**src/rtl/seven_seg_if.sv**
```systemverilog
// Data and display signals between a digit source and the multiplexed
// seven-segment scanner.
interface seven_seg_if;
   logic [15:0] value_in;
   logic [3:0]  dp_in;
   logic        load;
   logic        blank_lz;
   logic [3:0]  nibble_out;
   logic [3:0]  digit_en_n;
   logic        dp_out_n;
   logic        frame_done;

   modport master (
      output value_in, dp_in, load, blank_lz,
      input  nibble_out, digit_en_n, dp_out_n, frame_done
   );

   modport slave (
      input  value_in, dp_in, load, blank_lz,
      output nibble_out, digit_en_n, dp_out_n, frame_done
   );
endinterface

```
**src/rtl/seven_seg_scanner.sv**
```systemverilog
// Four-digit multiplexed display scanner: drive/gap slots per digit, frame-
// atomic display updates, leading-zero blanking, registered Moore outputs.
module seven_seg_scanner #(
   parameter int unsigned CLK_DIV      = 4,
   parameter int unsigned BLANK_CYCLES = 2
) (
   input logic        clk,
   input logic        rst_n,
   seven_seg_if.slave bus
);

   typedef enum logic {ST_GAP = 1'b0, ST_DRIVE = 1'b1} state_t;

   localparam logic [15:0] DRIVE_LAST = 16'(CLK_DIV - 1);
   localparam logic [15:0] GAP_LAST   = 16'(BLANK_CYCLES - 1);

   function automatic logic [3:0] digit_of(input logic [15:0] v, input logic [1:0] i);
      logic [3:0] d;
      case (i)
         2'd0:    d = v[3:0];
         2'd1:    d = v[7:4];
         2'd2:    d = v[11:8];
         2'd3:    d = v[15:12];
         default: d = 4'h0;
      endcase
      return d;
   endfunction

   // A digit is blanked when it and every more significant digit are zero.
   function automatic logic is_blanked(input logic [15:0] v, input logic [1:0] i,
                                       input logic en);
      logic b;
      case (i)
         2'd0:    b = 1'b0;
         2'd1:    b = en && (v[15:4] == 12'h000);
         2'd2:    b = en && (v[15:8] == 8'h00);
         2'd3:    b = en && (v[15:12] == 4'h0);
         default: b = 1'b0;
      endcase
      return b;
   endfunction

   state_t      state_r, state_next_s;
   logic [15:0] cnt_r, cnt_next_s;
   logic [1:0]  idx_r, idx_next_s;
   logic        boundary_s;
   logic [15:0] shadow_val_r, shadow_val_next_s;
   logic [3:0]  shadow_dp_r, shadow_dp_next_s;
   logic [15:0] disp_val_r, disp_val_next_s;
   logic [3:0]  disp_dp_r, disp_dp_next_s;
   logic        blank_s;
   logic [3:0]  nibble_r, nibble_next_s;
   logic [3:0]  digit_en_n_r, digit_en_n_next_s;
   logic        dp_out_n_r, dp_out_n_next_s;
   logic        frame_done_r;

   // Slot sequencing: next state, counter and digit index.
   always_comb begin
      state_next_s = state_r;
      cnt_next_s   = cnt_r;
      idx_next_s   = idx_r;
      boundary_s   = 1'b0;
      case (state_r)
         ST_DRIVE: begin
            if (cnt_r == DRIVE_LAST) begin
               state_next_s = ST_GAP;
               cnt_next_s   = 16'd0;
            end else begin
               cnt_next_s = cnt_r + 16'd1;
            end
         end
         ST_GAP: begin
            if (cnt_r == GAP_LAST) begin
               state_next_s = ST_DRIVE;
               cnt_next_s   = 16'd0;
               idx_next_s   = idx_r + 2'd1;
               boundary_s   = (idx_r == 2'd3);
            end else begin
               cnt_next_s = cnt_r + 16'd1;
            end
         end
         default: begin
            state_next_s = ST_GAP;
            cnt_next_s   = 16'd0;
            idx_next_s   = 2'd3;
         end
      endcase
   end

   // Shadow/display update; a load on the boundary edge bypasses the shadow.
   always_comb begin
      shadow_val_next_s = shadow_val_r;
      shadow_dp_next_s  = shadow_dp_r;
      disp_val_next_s   = disp_val_r;
      disp_dp_next_s    = disp_dp_r;
      if (bus.load) begin
         shadow_val_next_s = bus.value_in;
         shadow_dp_next_s  = bus.dp_in;
      end else begin
         shadow_val_next_s = shadow_val_r;
         shadow_dp_next_s  = shadow_dp_r;
      end
      if (boundary_s) begin
         disp_val_next_s = bus.load ? bus.value_in : shadow_val_r;
         disp_dp_next_s  = bus.load ? bus.dp_in : shadow_dp_r;
      end else begin
         disp_val_next_s = disp_val_r;
         disp_dp_next_s  = disp_dp_r;
      end
   end

   // Output values for the state being entered, so the registers line up with it.
   always_comb begin
      blank_s           = is_blanked(disp_val_next_s, idx_next_s, bus.blank_lz);
      nibble_next_s     = digit_of(disp_val_next_s, idx_next_s);
      digit_en_n_next_s = 4'hF;
      dp_out_n_next_s   = 1'b1;
      if ((state_next_s == ST_DRIVE) && !blank_s) begin
         digit_en_n_next_s = ~(4'b0001 << idx_next_s);
         dp_out_n_next_s   = ~disp_dp_next_s[idx_next_s];
      end else begin
         digit_en_n_next_s = 4'hF;
         dp_out_n_next_s   = 1'b1;
      end
   end

   // State, data and output registers.
   always_ff @(posedge clk or negedge rst_n) begin
      if (!rst_n) begin
         state_r      <= ST_GAP;
         cnt_r        <= 16'd0;
         idx_r        <= 2'd3;
         shadow_val_r <= 16'h0000;
         shadow_dp_r  <= 4'h0;
         disp_val_r   <= 16'h0000;
         disp_dp_r    <= 4'h0;
         nibble_r     <= 4'h0;
         digit_en_n_r <= 4'hF;
         dp_out_n_r   <= 1'b1;
         frame_done_r <= 1'b0;
      end else begin
         state_r      <= state_next_s;
         cnt_r        <= cnt_next_s;
         idx_r        <= idx_next_s;
         shadow_val_r <= shadow_val_next_s;
         shadow_dp_r  <= shadow_dp_next_s;
         disp_val_r   <= disp_val_next_s;
         disp_dp_r    <= disp_dp_next_s;
         nibble_r     <= nibble_next_s;
         digit_en_n_r <= digit_en_n_next_s;
         dp_out_n_r   <= dp_out_n_next_s;
         frame_done_r <= boundary_s;
      end
   end

   assign bus.nibble_out = nibble_r;
   assign bus.digit_en_n = digit_en_n_r;
   assign bus.dp_out_n   = dp_out_n_r;
   assign bus.frame_done = frame_done_r;

endmodule

```
**src/flat_wrapper.sv**
```systemverilog
// flat-port wrapper written by rule: the top's interface ports become plain ports
module seven_seg_scanner_flat 
#(
   parameter int unsigned CLK_DIV      = 4,
   parameter int unsigned BLANK_CYCLES = 2
)
  (clk, rst_n, bus_value_in, bus_dp_in, bus_load, bus_blank_lz, bus_nibble_out, bus_digit_en_n, bus_dp_out_n, bus_frame_done);
  seven_seg_if bus_i ();
  input logic clk;
  input logic rst_n;
  input wire logic [$bits(bus_i.value_in)-1:0] bus_value_in;
  input wire logic [$bits(bus_i.dp_in)-1:0] bus_dp_in;
  input wire logic [$bits(bus_i.load)-1:0] bus_load;
  input wire logic [$bits(bus_i.blank_lz)-1:0] bus_blank_lz;
  output wire logic [$bits(bus_i.nibble_out)-1:0] bus_nibble_out;
  output wire logic [$bits(bus_i.digit_en_n)-1:0] bus_digit_en_n;
  output wire logic [$bits(bus_i.dp_out_n)-1:0] bus_dp_out_n;
  output wire logic [$bits(bus_i.frame_done)-1:0] bus_frame_done;
  assign bus_i.value_in = bus_value_in;
  assign bus_i.dp_in = bus_dp_in;
  assign bus_i.load = bus_load;
  assign bus_i.blank_lz = bus_blank_lz;
  assign bus_nibble_out = bus_i.nibble_out;
  assign bus_digit_en_n = bus_i.digit_en_n;
  assign bus_dp_out_n = bus_i.dp_out_n;
  assign bus_frame_done = bus_i.frame_done;
  seven_seg_scanner #(.CLK_DIV(CLK_DIV), .BLANK_CYCLES(BLANK_CYCLES)) u_core (.clk(clk), .rst_n(rst_n), .bus(bus_i));
endmodule
```
**config.mk**
```make
export PLATFORM = sky130hd
export DESIGN_NAME = seven_seg_scanner_flat
export DESIGN_NICKNAME = d
export VERILOG_FILES = /design/src/rtl/seven_seg_if.sv /design/src/rtl/seven_seg_scanner.sv /design/src/flat_wrapper.sv
export SDC_FILE = /design/constraint.sdc
export NUM_CORES = 1
export LEC_CHECK = 0
export ABC_CLOCK_PERIOD_IN_PS = 5500
export BUFFER_PORTS_ARGS = -buffer_cell sky130_fd_sc_hd__buf_2
export CORE_UTILIZATION = 30
export CTS_CLUSTER_DIAMETER = 80
export DETAILED_ROUTE_END_ITERATION = 7
export PLACE_DENSITY = 0.44
export REMOVE_ABC_BUFFERS = 1
export SLEW_MARGIN = 20
export SYNTH_ARGS = -nofsm -noshare
export SYNTH_HDL_FRONTEND = slang
export SYNTH_SLANG_ARGS = --single-unit
```
**constraint.sdc**
```tcl
create_clock -name clk -period 5.5 [get_ports clk]
set_input_delay 0.825 -clock clk [delete_from_list [all_inputs] [get_ports clk]]
set_output_delay 0.825 -clock clk [all_outputs]
set_load 0.01 [all_outputs]
```
# After elaboration in Yosys (flattened, before gate mapping)
# Index checks and enable logic that the tools add are counted.
# Widths: inputs -> output; s select.
# totals
ff_bits	69
# op_classes
add_sub_neg	2
magnitude_cmp	1
eq_ne	6
shifts	1
muxes	20
bitwise_logic	3
n_reduce_logical	9
# op_table
op	count
$mux 16	4
$pmux 16 s2	1
$add 16x1->16 const B	1
$eq 16x1->1 const B	1
$eq 16x2->1 const B	1
$pmux 4 s4	1
$logic_not 12->1	1
$mux 4	3
$logic_not 8->1	1
$eq 2x2->1 const B	3
$mux 1	6
$logic_and 1x1->1	4
$logic_not 4->1	1
$mux 2	2
$not 4->4	1
$pmux 1 s4	1
$shl 1x2->4 const A	1
$lt 2x3->1 const B	1
$add 2x1->2 const B	1
$bmux 1 s2	1
$eq 2x1->1 const B	1
$logic_not 2->1	1
$not 1->1	2
$pmux 1 s2	1
$logic_not 1->1	1

# Logic depth before layout (Yosys ltp)
# Gate-level depths: netlist of run 1.
# depth
ltp_word	10
depth_mapped	11
depth_no_buf	9

# Least setup slack after synthesis of run 1
# No wires, ideal clock.
# synth_path
kind	input to register
startpoint	in bus_load
endpoint	reg u_core.dp_out_n_r, in the netlist u_core.bus.dp_out_n
arrival_ps	2266
t_required_ps	5411
setup_slack_ps	3145
path_stages	6
n_path_buf	1
path_cell_list	buf_2 -> mux2_2 -> nor4_1 -> and3_1 -> nor4_2 -> o32ai_2
# synth_via
elab_chain_cells	8
elab_cells_between_ends	17
cone_classes	mux (8); bitwise (1); reduce/logical (8)
# synth_rtl
element	line_no	text
start, declared	flat_wrapper.sv:13	input wire logic [$bits(bus_i.load)-1:0] bus_load;
$mux 16	n/a	
$mux 16	seven_seg_scanner.sv:103	if (boundary_s) begin
$logic_not 12->1 (tied with other cells)	seven_seg_scanner.sv:35	2'd1: b = en && (v[15:4] == 12'h000);
$logic_and 1x1->1, on equally long branches	seven_seg_scanner.sv:35, seven_seg_scanner.sv:36, seven_seg_scanner.sv:37	
$pmux 1 s4	seven_seg_scanner.sv:33	case (i)
$logic_not 1->1	seven_seg_scanner.sv:118	if ((state_next_s == ST_DRIVE) && !blank_s) begin
$logic_and 1x1->1	seven_seg_scanner.sv:118	
$mux 1 *	seven_seg_scanner.sv:118	
via u_core.dp_out_n_next_s	seven_seg_scanner.sv:54	logic dp_out_n_r, dp_out_n_next_s;
end signal, assigned	seven_seg_scanner.sv:151	dp_out_n_r <= dp_out_n_next_s;
end, declared	seven_seg_scanner.sv:54	
# Mark *: on every way through the listed nets, which the timed path passes. The rest lies on a longest branch. The select of a mux whose other input is x is not followed.

# Worst setup path in the final report of run 1
# layout_path
startpoint	reg u_core.cnt_r[1]
endpoint	reg u_core.digit_en_n_r[1], in the netlist u_core.bus.digit_en_n[1]
# layout_via
elab_cells_between_ends	26
cone_classes	eq/ne (5); shift (1); mux (10); bitwise (1); reduce/logical (9)
# layout_rtl
element	line_no	text
start, declared	seven_seg_scanner.sv:44	logic [15:0] cnt_r, cnt_next_s;
start signal, assigned	seven_seg_scanner.sv:143	cnt_r <= cnt_next_s;
$eq 16x1->1 *	seven_seg_scanner.sv:73	if (cnt_r == GAP_LAST) begin
$mux 2 *	seven_seg_scanner.sv:73	
$mux 2 *	seven_seg_scanner.sv:63	case (state_r)
via u_core.idx_next_s[1]	seven_seg_scanner.sv:45	logic [1:0] idx_r, idx_next_s;
$eq 2x2->1 (tied with other cells)	seven_seg_scanner.sv:33	
$pmux 1 s4	seven_seg_scanner.sv:33	
$logic_not 1->1	seven_seg_scanner.sv:118	
$logic_and 1x1->1	seven_seg_scanner.sv:118	
$mux 4 *	seven_seg_scanner.sv:118	
via u_core.digit_en_n_next_s[1]	seven_seg_scanner.sv:53	logic [3:0] digit_en_n_r, digit_en_n_next_s;
end signal, assigned	seven_seg_scanner.sv:150	digit_en_n_r <= digit_en_n_next_s;
end, declared	seven_seg_scanner.sv:53	
# Mark *: on every way through the listed nets, which the timed path passes. The rest lies on a longest branch.

==> impl_metrics.csv, run 1 <==
group,metric,value,unit
pwr,comb_power_share,0.086,
detailed_routing,via_count,1810,
detailed_routing,routed_via_density,4.44,
job,cap_violations,0,
global_routing,antenna_found_initial,0,
clocking,htree_levels,3,
sta,finalSetupViolCount,0,
sta,tightestPinTransition,0.874,ns
clocking,post_cts_buffers,0,
sta,rsz0062_at_grt,"no",
sta,fmax,365,MHz
clocking,clkLatencyLatePin,0.34,ns
hold_path,whs_path_depth,1,
logic_synthesis,ys_warn_count,0,
pwr,intPower,0.796,mW
pwr,powerDensity,287,nW/um2
placement,place_inst,392,
layout,final_area,3630,um2
setup_path,end_kind,"register",
pwr,switching_share,0.237,
die,core-area,10300,um2
layout,area_growth,14.8,%
detailed_routing,drt_iter0_drc,51,
placement,routabilityCongestion,0.705,
clocking,clkTransAtPathRegs,0.07,ns
die,top_level_ports,34,
setup_path,rr_worst_depth,8,
setup_path,crit_type,"register to register",
die,initial_core_util,0.308,
logic_synthesis,syn_area,3160,um2
global_routing,grt_max_degree,70,
clocking,numCtsBuffers,9,
sta,period_minus_slack,2.74,ns
setup_path,arrival,2.98,ns
logic_synthesis,ys_seq_area_frac,0.549,
setup_path,path_buf_inv,2,
setup_path,critPathMaxFanout,10,
global_routing,grt_usage,0.119,
placement,dpl_cell_area,3430,um2
setup_path,start_kind,"register",
detailed_routing,drtPass1Iterations,4,
pwr,ir_drop,0.126,mV
placement,post-dp-hpwl,3980,um
pwr,clkPwrFrac,0.387,
setup_path,crit_cells,8,
outcome,status,"complete, no violations",
setup_path,cp_data_required_time,5.74,ns
global_routing,grt_pass1_vias,1960,
logic_synthesis,synth_cell_types,42,
pwr,p_leak,1.63,nW
detailed_routing,wire_per_inst,14.3,um
clocking,cts_sinks,69,
global_routing,overflow,0,
layout,drive_above_1_share,0.397,
global_routing,grt_pass1_wl,9990,um
layout,final_cells,408,
sta,post-route-period-util,0.498,
setup_path,max_stage_delay,0.64,ns
clocking,post_cts_resize_count,0,
sta,slew_headroom,0.417,
sta,finalHoldViolCount,0,
sta,drv_slew,0,
clocking,cts_tree,"done",
placement,portBuffers,33,
die,die_w,105,um
clocking,holdBufCountCts,0,
pwr,p_seq_frac,0.527,
logic_synthesis,syn_avg_cell_area,13.9,um2
hold_path,worstHoldPathType,"register to register",
sta,skew,0.0115,ns
logic_synthesis,ys_ff_latch,69,
detailed_routing,drc,0,
sta,setup-tns-final,0,ns
setup_path,crit_path_frequent_cell,"inv_1",
logic_synthesis,syn-instance-count,228,
die,die_area,11000,um2
layout,antenna-diode-count,0,
detailed_routing,wl,5840,um
clocking,cts_buffer_depth,2,
die,rows,37,
layout,nNetsFinal,294,
pwr,power.switching,0.247,mW
setup_path,critPathSlowestCell,"and4_1",
setup_path,reg2reg_slack,2.76,ns
detailed_routing,ant_nets,0,
setup_path,path_cells,"inv_1 -> ha_1 -> nor4b_1 -> and4_1 -> mux2i_4 -> inv_1 -> nor4_2 -> o211ai_1",
die,fp.dieH,105,um
clocking,cts-root-buf,"clkbuf_8",
setup_path,crit_family,"simple AND/OR/NAND/NOR gates",
[area by class of cell]
class                      count  area (um2)
clock inverter                 7        73.8
fill                        1041        6650
timing repair buffer          34         173
clock buffer                   9         124
multi-input combinational    145        1320
sequential                    69        1740
tap                          136         170
inverter                       8        37.5
[registers in the layout, indices dropped and copies added, names as in the netlist]
name	cells
u_core.idx_r	2
u_core.bus.digit_en_n	4
u_core.disp_dp_r	4
u_core.shadow_val_r	16
u_core.bus.nibble_out	4
u_core.bus.dp_out_n	1
u_core.state_r	1
u_core.shadow_dp_r	4
u_core.cnt_r	16
u_core.disp_val_r	16
u_core.bus.frame_done	1
[per-layer routing]
layer	routed length, um	up-vias	global-route usage
li1	-	897	-
met1	2830	872	0.157
met2	2720	33	0.183
met3	202	8	0.0306
met4	74	0	0.0573
met5	0	-	0
[cells by family (layout without fill, tap and decap cells)]
kind of cell             count (synthesis)  after routing  synth area share
XOR/XNOR                                15             15            0.0475
multiplexers                            53             53             0.206
buffers and inverters                   14             58            0.0348
AO/OA/AOI/OAI                           15             15            0.0416
adder cells (fa/ha/maj)                  3              3            0.0119
AND/OR/NAND/NOR                         59             59             0.110
flip-flops                              69             69             0.549
[cell usage after synthesis (all sizes together)]
cell	instances	share of area
o211ai	1	0.0024
nor2b	1	0.0020
nor3	3	0.0047
nand2	10	0.014
a21oi	4	0.0063
clkinv	1	0.0028
a211oi	2	0.0047
a31oi	1	0.0040
o32ai	1	0.0051
nor2	11	0.013
dfstp	7	0.058
inv	7	0.0091
or4	1	0.0024
mux2	38	0.15
a22o	1	0.0028
a2111oi	1	0.0087
xor2	8	0.022
buf	6	0.023
nor3b	3	0.0071
and2	1	0.0020
nor4b	1	0.0028
mux2i	15	0.051
nand2b	2	0.0040
and4	1	0.0028
and3	5	0.0099
nand4	4	0.0079
nor4	9	0.026
nand3	7	0.011
ha	3	0.012
xnor2	7	0.025
o21ai	4	0.0075
dfrtp	62	0.49
[cells in the final DEF, fill, tap and decap left out, types with 4 or more instances in the layout]
cell type,Yosys,final
dfrtp_1,62,62
buf_2,2,33
mux2_2,22,22
mux2_4,16,16
mux2i_1,14,14
nor2_1,11,11
nand2_1,9,9
clkbuf_8,0,9
xor2_1,8,8
nand3_1,7,7
dfstp_2,7,7
inv_1,6,6
xnor2_1,6,6
nor4_1,5,5
and3_1,5,5
nor4_2,4,4
nand4_1,4,4
a21oi_1,4,4
[per-stage QoR]
step                power [mW]  hold slack [ns]   util  setup slack (ns)
global route              1.10            0.501  0.353              2.52
CTS                       1.07            0.495  0.353              2.72
floorplan                0.613            0.453      -              3.10
global placement         0.651            0.477  0.334              2.62
finish                    1.04            0.494  0.353              2.76
detailed placement       0.652            0.482  0.334              2.57
[final timing paths]
path / from / end
max: u_core.cnt_r[1]$_DFF_PN0_ / u_core.bus.digit_en_n[1]$_DFF_PN1_
min: u_core.cnt_r[15]$_DFF_PN0_ / u_core.cnt_r[15]$_DFF_PN0_
min in group asynchronous: rst_n / u_core.shadow_dp_r[2]$_DFF_PN0_
max reg2reg: u_core.cnt_r[1]$_DFF_PN0_ / u_core.bus.digit_en_n[1]$_DFF_PN1_
min reg2reg: u_core.cnt_r[15]$_DFF_PN0_ / u_core.cnt_r[15]$_DFF_PN0_
max in group asynchronous: rst_n / u_core.disp_val_r[13]$_DFF_PN0_
[worst reg2reg max path: cells and delay by family, from the launching register on]
family                   cells  cell delay, ns
adder cells (fa/ha/maj)      1            0.14
flip-flops                   1            0.41
AND/OR/NAND/NOR              3            1.23
AO/OA/AOI/OAI                1            0.14
buffers and inverters        2            0.19
multiplexers                 1            0.53
[power groups by stage]
stage | clock network (mW) | registers [mW] | logic (mW)
after floorplan | 0 | 0.559 | 0.0542
after global placement | 0 | 0.560 | 0.0917
after detailed placement | 0 | 0.560 | 0.0915
after CTS | 0.425 | 0.550 | 0.0923
after global routing | 0.442 | 0.554 | 0.101
final | 0.404 | 0.550 | 0.0894
No activity file was read; power rests on OpenSTA's default activity.
==> run 2, diff against run 1 <==
- ABC_CLOCK_PERIOD_IN_PS: 5500 -> 2300
- PLACE_DENSITY: 0.44 -> 0.46
- clock period: 5.5 -> 2.3 ns (I/O delays scaled with it)
==> run 2 against run 1 <==
Effect of this change:
- final cell count increased by 5.9%
- largest power group unchanged
- clock power increased to 2.5 times the previous value
- via count increased by 5.9%
- routed wire length increased by 4.4%
- utilization increased by 2.1 points
- design area increased by 6.0%
- sequential power increased by 140%
- largest cell class unchanged
- count of clock-buffer cells in the layout unchanged
==> impl_metrics.csv, run 2 (synthesized netlist as in run 1, its figures left out) <==
group,metric,value,unit
die,rows,37,
setup_path,arrival,2.38,ns
sta,slew_headroom,0.550,
setup_path,crit_type,"register to register",
clocking,cts-root-buf,"clkbuf_8",
detailed_routing,wl,6090,um
layout,layout_common_cells,"62 x dfrtp_1, 33 x buf_2, 23 x buf_4",
setup_path,critPathMaxFanout,4,
placement,place_inst,416,
setup_path,worstReg2RegEnd,"u_core.bus.dp_out_n$_DFF_PN1_",
die,core-area,10300,um2
layout,layout_commonest_cell,"dfrtp_1",
sta,fmax,470,MHz
hold_path,worstHoldPathType,"input pin to async pin",
clocking,htree_levels,3,
layout,nNetsFinal,318,
die,fp.dieH,105,um
layout,fin_util,0.374,
clocking,clkTransAtPathRegs,0.09,ns
detailed_routing,ant_nets,0,
outcome,status,"complete, no violations",
placement,portBuffers,33,
clocking,clkLatencyLatePin,0.34,ns
clocking,cts_sinks,69,
sta,finalSetupViolCount,0,
global_routing,overflow,0,
die,die_area,11000,um2
setup_path,r2r-start,"u_core.cnt_r[1]$_DFF_PN0_",
clocking,post_cts_buffers,0,
layout,drive_above_1_share,0.453,
detailed_routing,drtPass1Iterations,4,
setup_path,rr_worst_depth,9,
sta,rsz0062_at_grt,"no",
pwr,intPower,1.92,mW
layout,antenna-diode-count,0,
die,top_level_ports,34,
sta,tightestPinTransition,0.675,ns
layout,final_cells,432,
pwr,switching_share,0.250,
clocking,cts_tree,"done",
pwr,ir_drop,0.359,mV
placement,pre_cts_slack,0.00954,ns
global_routing,grt_pass1_wl,10600,um
layout,area_growth,21.7,%
global_routing,grt_usage,0.124,
placement,routabilityCongestion,0.702,
sta,drv_slew,0,
job,cap_violations,0,
layout,top_regs,"u_core.cnt_r x16, u_core.disp_val_r x16, u_core.shadow_val_r x16",
setup_path,reg2reg_slack,0.17,ns
pwr,finalPower,2.56,mW
pwr,p_seq_frac,0.512,
global_routing,antenna_found_initial,0,
setup_path,critPathCapture,"u_core.bus.dp_out_n$_DFF_PN1_",
sta,finalHoldViolCount,0,
sta,post-route-period-util,0.926,
placement,post-dp-hpwl,4430,um
global_routing,grt_max_degree,31,
detailed_routing,drt_iter0_drc,31,
setup_path,cp_data_required_time,2.55,ns
detailed_routing,wire_per_inst,14.1,um
detailed_routing,drc,0,
detailed_routing,via_count,1917,
sta,layout_setup_ws,0.171,ns
clocking,numCtsBuffers,9,
sta,period_minus_slack,2.13,ns
setup_path,crit_start,"u_core.cnt_r[1]$_DFF_PN0_",
die,initial_core_util,0.308,
pwr,comb_power_share,0.088,
sta,skew,0.0146,ns
pwr,power.switching,0.640,mW
clocking,cts_buffer_depth,2,
setup_path,start_kind,"register",
layout,final_area,3850,um2
die,die_w,105,um
detailed_routing,routed_via_density,4.44,
pwr,p_leak,1.76,nW
global_routing,grt_pass1_vias,2085,
pwr,powerDensity,666,nW/um2
setup_path,end_kind,"register",
placement,dpl_cell_area,3620,um2
pwr,clkPwrFrac,0.400,
## run 2: cell types whose count changed in the layout (fill, tap and decap cells not counted), sizes merged
cell,delta
inv,+3
clkinv,-3
buf,+24
## run 2: metrics by stage
| stage | setup TNS (ns) | hold slack, ns |
|---|---|---|
| after floorplan | -0.199 | 0.0494 |
| after global placement | 0 | 0.419 |
| after detailed placement | 0 | 0.423 |
| after CTS | 0 | 0.0308 |
| after global routing | 0 | 0.0551 |
| final | 0 | 0.0259 |
## run 2: worst max-delay path, stage by stage (launching register included)
cell,delay (ns)
dfrtp_1,0.38
inv_1,0.05
ha_1,0.14
nor4b_2,0.20
and4_4,0.29
buf_4,0.15
mux2_2,0.35
inv_1,0.07
a31oi_2,0.14
o32ai_2,0.27
## run 2: what timing repair did
item,CTS,global route
setup endpoints to repair,1,5
hold endpoints to repair,0,0
resized for setup,2,3
hold buffers,0,0
## run 2: routing by layer
| layer | vias to the layer above | wire, um | GRT usage |
|---|---|---|---|
| li1 | 940 | - | - |
| met1 | 942 | 2810 | 0.156 |
| met2 | 27 | 2980 | 0.202 |
| met3 | 8 | 224 | 0.0318 |
| met4 | 0 | 76 | 0.0483 |
| met5 | - | 0 | 0 |
## run 2: power by group through the flow
| stage | clock [mW] | combinational [mW] | sequential (mW) |
|---|---|---|---|
| 2_1_floorplan | 0 | 0.130 | 1.34 |
| 3_3_place_gp | 0 | 0.229 | 1.34 |
| 3_5_place_dp | 0 | 0.231 | 1.34 |
| 4_1_cts | 1.07 | 0.233 | 1.32 |
| 5_1_grt | 1.12 | 0.252 | 1.32 |
| 6_report | 1.03 | 0.225 | 1.31 |
## run 2: worst min-delay path by stage
| stage | from | endpoint | slack, ns | depth (start not counted) |
|---|---|---|---|---|
| 6_report | rst_n | u_core.bus.frame_done$_DFF_PN0_ | 0.03 | 1 |
| 5_1_grt | rst_n | u_core.bus.frame_done$_DFF_PN0_ | 0.06 | 1 |
| 4_1_cts | rst_n | u_core.disp_val_r[3]$_DFF_PN0_ | 0.03 | 1 |
| 3_5_place_dp | rst_n | u_core.disp_val_r[3]$_DFF_PN0_ | 0.42 | 1 |
| 3_3_place_gp | rst_n | u_core.shadow_val_r[3]$_DFF_PN0_ | 0.42 | 1 |
| 2_1_floorplan | rst_n | u_core.bus.frame_done$_DFF_PN0_ | 0.05 | 0 |
## run 2: cell type report
cell class                      instances  area (um2)
Fill cell                            1022        6430
Tap cell                              136         170
Clock buffer                            9         124
Inverter                                8        45.0
Multi-Input combinational cell        145        1330
Sequential cell                        69        1740
Timing Repair Buffer                   58         369
Clock inverter                          7        80.1
==> run 3, diff against run 2 <==
- ABC_AREA: default -> 1
==> run 3 against run 2 <==
Effect of this change:
- critical path type unchanged
- global-route usage increased by 0.65 points
- synthesized cell count increased by 54%
- highest routed layer unchanged
- combinational power decreased by 14%
- clock power increased by 5%
==> impl_metrics.csv, run 3 <==
group,metric,value,unit
pwr,finalPower,2.57,mW
global_routing,overflow,0,
pwr,intPower,1.96,mW
pwr,powerDensity,698,nW/um2
setup_path,critPathSlowestCell,"dfrtp_1",
detailed_routing,ant_nets,0,
logic_synthesis,ys_seq_area_frac,0.553,
clocking,clkTransAtPathRegs,0.07,ns
sta,period_minus_slack,1.94,ns
detailed_routing,via_count,2261,
die,fp.dieH,104,um
pwr,clkPwrFrac,0.420,
clocking,cts-root-buf,"clkbuf_8",
die,rows,36,
logic_synthesis,synth_mux_area_frac,0,
die,core-area,9950,um2
die,die_area,10900,um2
layout,drive_above_1_share,0.264,
logic_synthesis,synth_top_family_by_area,"simple AND/OR/NAND/NOR gates",
layout,nNetsFinal,419,
logic_synthesis,synthTopCellsByCount,"85 x nand2_1, 62 x dfrtp_1, 48 x inv_1, 28 x nor2_1, 15 x nand3_1",
layout,regArea,1740,um2
pwr,p_leak,1.86,nW
clocking,post_cts_buffers,0,
setup_path,arrival,2.21,ns
clocking,cts_sinks,69,
placement,pre_cts_slack,0.379,ns
pwr,p_seq_frac,0.506,
layout,top_regs,"u_core.cnt_r x16, u_core.disp_val_r x16, u_core.shadow_val_r x16",
sta,finalSetupViolCount,0,
sta,drv_slew,0,
global_routing,grt_usage,0.130,
hold_path,worstHoldPathType,"input pin to async pin",
clocking,post_cts_resize_count,0,
layout,multi_input_area,1140,um2
detailed_routing,drt_iter0_drc,94,
logic_synthesis,yosys-top-cells-area,"dfrtp_1 49%, nand2_1 10%, dfstp_2 5.9%",
clocking,holdBufCountCts,0,
layout,layout_common_cells,"85 x nand2_1, 62 x dfrtp_1, 48 x inv_1",
logic_synthesis,synthAdderAreaFrac,0.0120,
sta,layout_setup_ws,0.364,ns
setup_path,crit_family,"simple AND/OR/NAND/NOR gates",
clocking,clkLatencyLatePin,0.34,ns
detailed_routing,wl,6260,um
logic_synthesis,syn_area,3140,um2
pwr,comb_power_share,0.075,
job,cap_violations,0,
sta,rsz0062_at_grt,"no",
setup_path,start_kind,"register",
setup_path,cp_data_required_time,2.57,ns
global_routing,grt_max_degree,70,
sta,fmax,517,MHz
logic_synthesis,synth_top_flop_cell,"dfrtp_1",
sta,skew,0.0104,ns
clocking,cts_buffer_depth,2,
sta,finalHoldViolCount,0,
detailed_routing,drc,0,
logic_synthesis,yosysTopAreaCell,"dfrtp_1",
logic_synthesis,syn_avg_cell_area,8.94,um2
layout,fin_util,0.370,
layout,area_growth,17.3,%
setup_path,end_kind,"register",
logic_synthesis,synth_cell_types,34,
die,die_w,104,um
clocking,cts_tree,"done",
layout,antenna-diode-count,0,
setup_path,path_cells,"inv_1 -> ha_1 -> nand2_1 -> nor2_4 -> nand4_4 -> buf_4 -> nand2_1 -> nand2_2 -> nor2_1 -> nand2_1 -> nand2_1 -> nand3_2 -> nand3_1",
setup_path,path_buf_inv,2,
logic_synthesis,synthArstFlopShare,1.00,
setup_path,crit_path_frequent_cell,"nand2_1",
logic_synthesis,ys_warn_count,0,
setup_path,max_stage_delay,0.40,ns
setup_path,critPathMaxFanout,23,
placement,post-dp-hpwl,4390,um
clocking,htree_levels,3,
layout,layout_commonest_cell,"nand2_1",
die,initial_core_util,0.315,
layout,n_fill_cell,1029,
placement,routabilityCongestion,0.721,
pwr,power.switching,0.606,mW
sta,slew_headroom,0.681,
global_routing,grt_pass1_vias,2235,
logic_synthesis,synth_simple_gate_area_frac,0.252,
sta,setup-tns-final,0,ns
sta,tightestPinTransition,0.475,ns
logic_synthesis,syn-instance-count,351,
logic_synthesis,synth_edf_count,0,
logic_synthesis,synth_top_area_share,0.494,
pwr,ir_drop,0.214,mV
logic_synthesis,yosysMostFrequentCell,"nand2_1",
placement,portBuffers,33,
global_routing,antenna_found_initial,0,
pwr,switching_share,0.236,
sta,post-route-period-util,0.842,
die,top_level_ports,34,
logic_synthesis,synth-compound-area-share,0.0793,
logic_synthesis,ys_ff_latch,69,
global_routing,grt_pass1_wl,11100,um
detailed_routing,routed_via_density,4.27,
outcome,status,"complete, no violations",
detailed_routing,wire_per_inst,11.8,um
logic_synthesis,synthXorXnorAreaFrac,0.0195,
clocking,numCtsBuffers,9,
detailed_routing,drtPass1Iterations,6,
setup_path,crit_type,"register to register",
## run 3: layer usage
layer / routed length (um) / GRT usage
met3: 183 / 0.0251
met4: 134 / 0.0673
met5: 0 / 0
met2: 2750 / 0.192
met1: 3200 / 0.180
## run 3: kinds of logic after synthesis
group / count (synthesis)
AO/OA/AOI/OAI: 39
AND/OR/NAND/NOR: 168
XOR/XNOR: 7
adder cells (fa/ha/maj): 3
flip-flops: 69
buffers and inverters: 65
## run 3: power by group through the flow
| stage | combinational, mW | sequential, mW | clock, mW |
|---|---|---|---|
| final | 0.193 | 1.30 | 1.08 |
| after global routing | 0.228 | 1.31 | 1.17 |
| after CTS | 0.200 | 1.30 | 1.12 |
| after detailed placement | 0.199 | 1.32 | 0 |
| after global placement | 0.198 | 1.32 | 0 |
| after floorplan | 0.106 | 1.32 | 0 |
## run 3: area by class of cell
cell class / count / area share
Clock buffer: 10 / 0.0347
Multi-Input combinational cell: 217 / 0.310
Clock inverter: 6 / 0.0235
Timing Repair Buffer: 37 / 0.0564
Sequential cell: 69 / 0.471
Inverter: 58 / 0.0591
Tap cell: 133 / 0.0452
## run 3: path summary, 6_finish.rpt
kind / start / to / slack [ns] / cells after the start
max: u_core.cnt_r[1]$_DFF_PN0_ / u_core.bus.dp_out_n$_DFF_PN1_ / 0.36 / 13
min: rst_n / u_core.cnt_r[7]$_DFF_PN0_ / 0.003 / 2
max reg2reg: u_core.cnt_r[1]$_DFF_PN0_ / u_core.bus.dp_out_n$_DFF_PN1_ / 0.36 / 13
min reg2reg: u_core.shadow_val_r[0]$_DFF_PN0_ / u_core.shadow_val_r[0]$_DFF_PN0_ / 0.47 / 2
max in group asynchronous: rst_n / u_core.bus.digit_en_n[0]$_DFF_PN1_ / 1.95 / 2
min in group clk: bus_value_in[2] / u_core.shadow_val_r[2]$_DFF_PN0_ / 0.23 / 3
## run 3: worst reg2reg max path, delay by kind of cell (launching register included)
kind	cells	cell delay, ns
fa+ha+maj	1	0.15
buf+inv	2	0.29
simple gates	10	1.02
flops	1	0.40
## run 3: metrics by stage
step                      instances  hold WS [ns]  cell area [um2]
after CTS                       530        0.0188             3680
final                           530       0.00292             3680
after global placement          514         0.401             3470
after detailed placement        514         0.400             3470
after floorplan                 344        0.0494             3090
after global routing            530        0.0453             3680
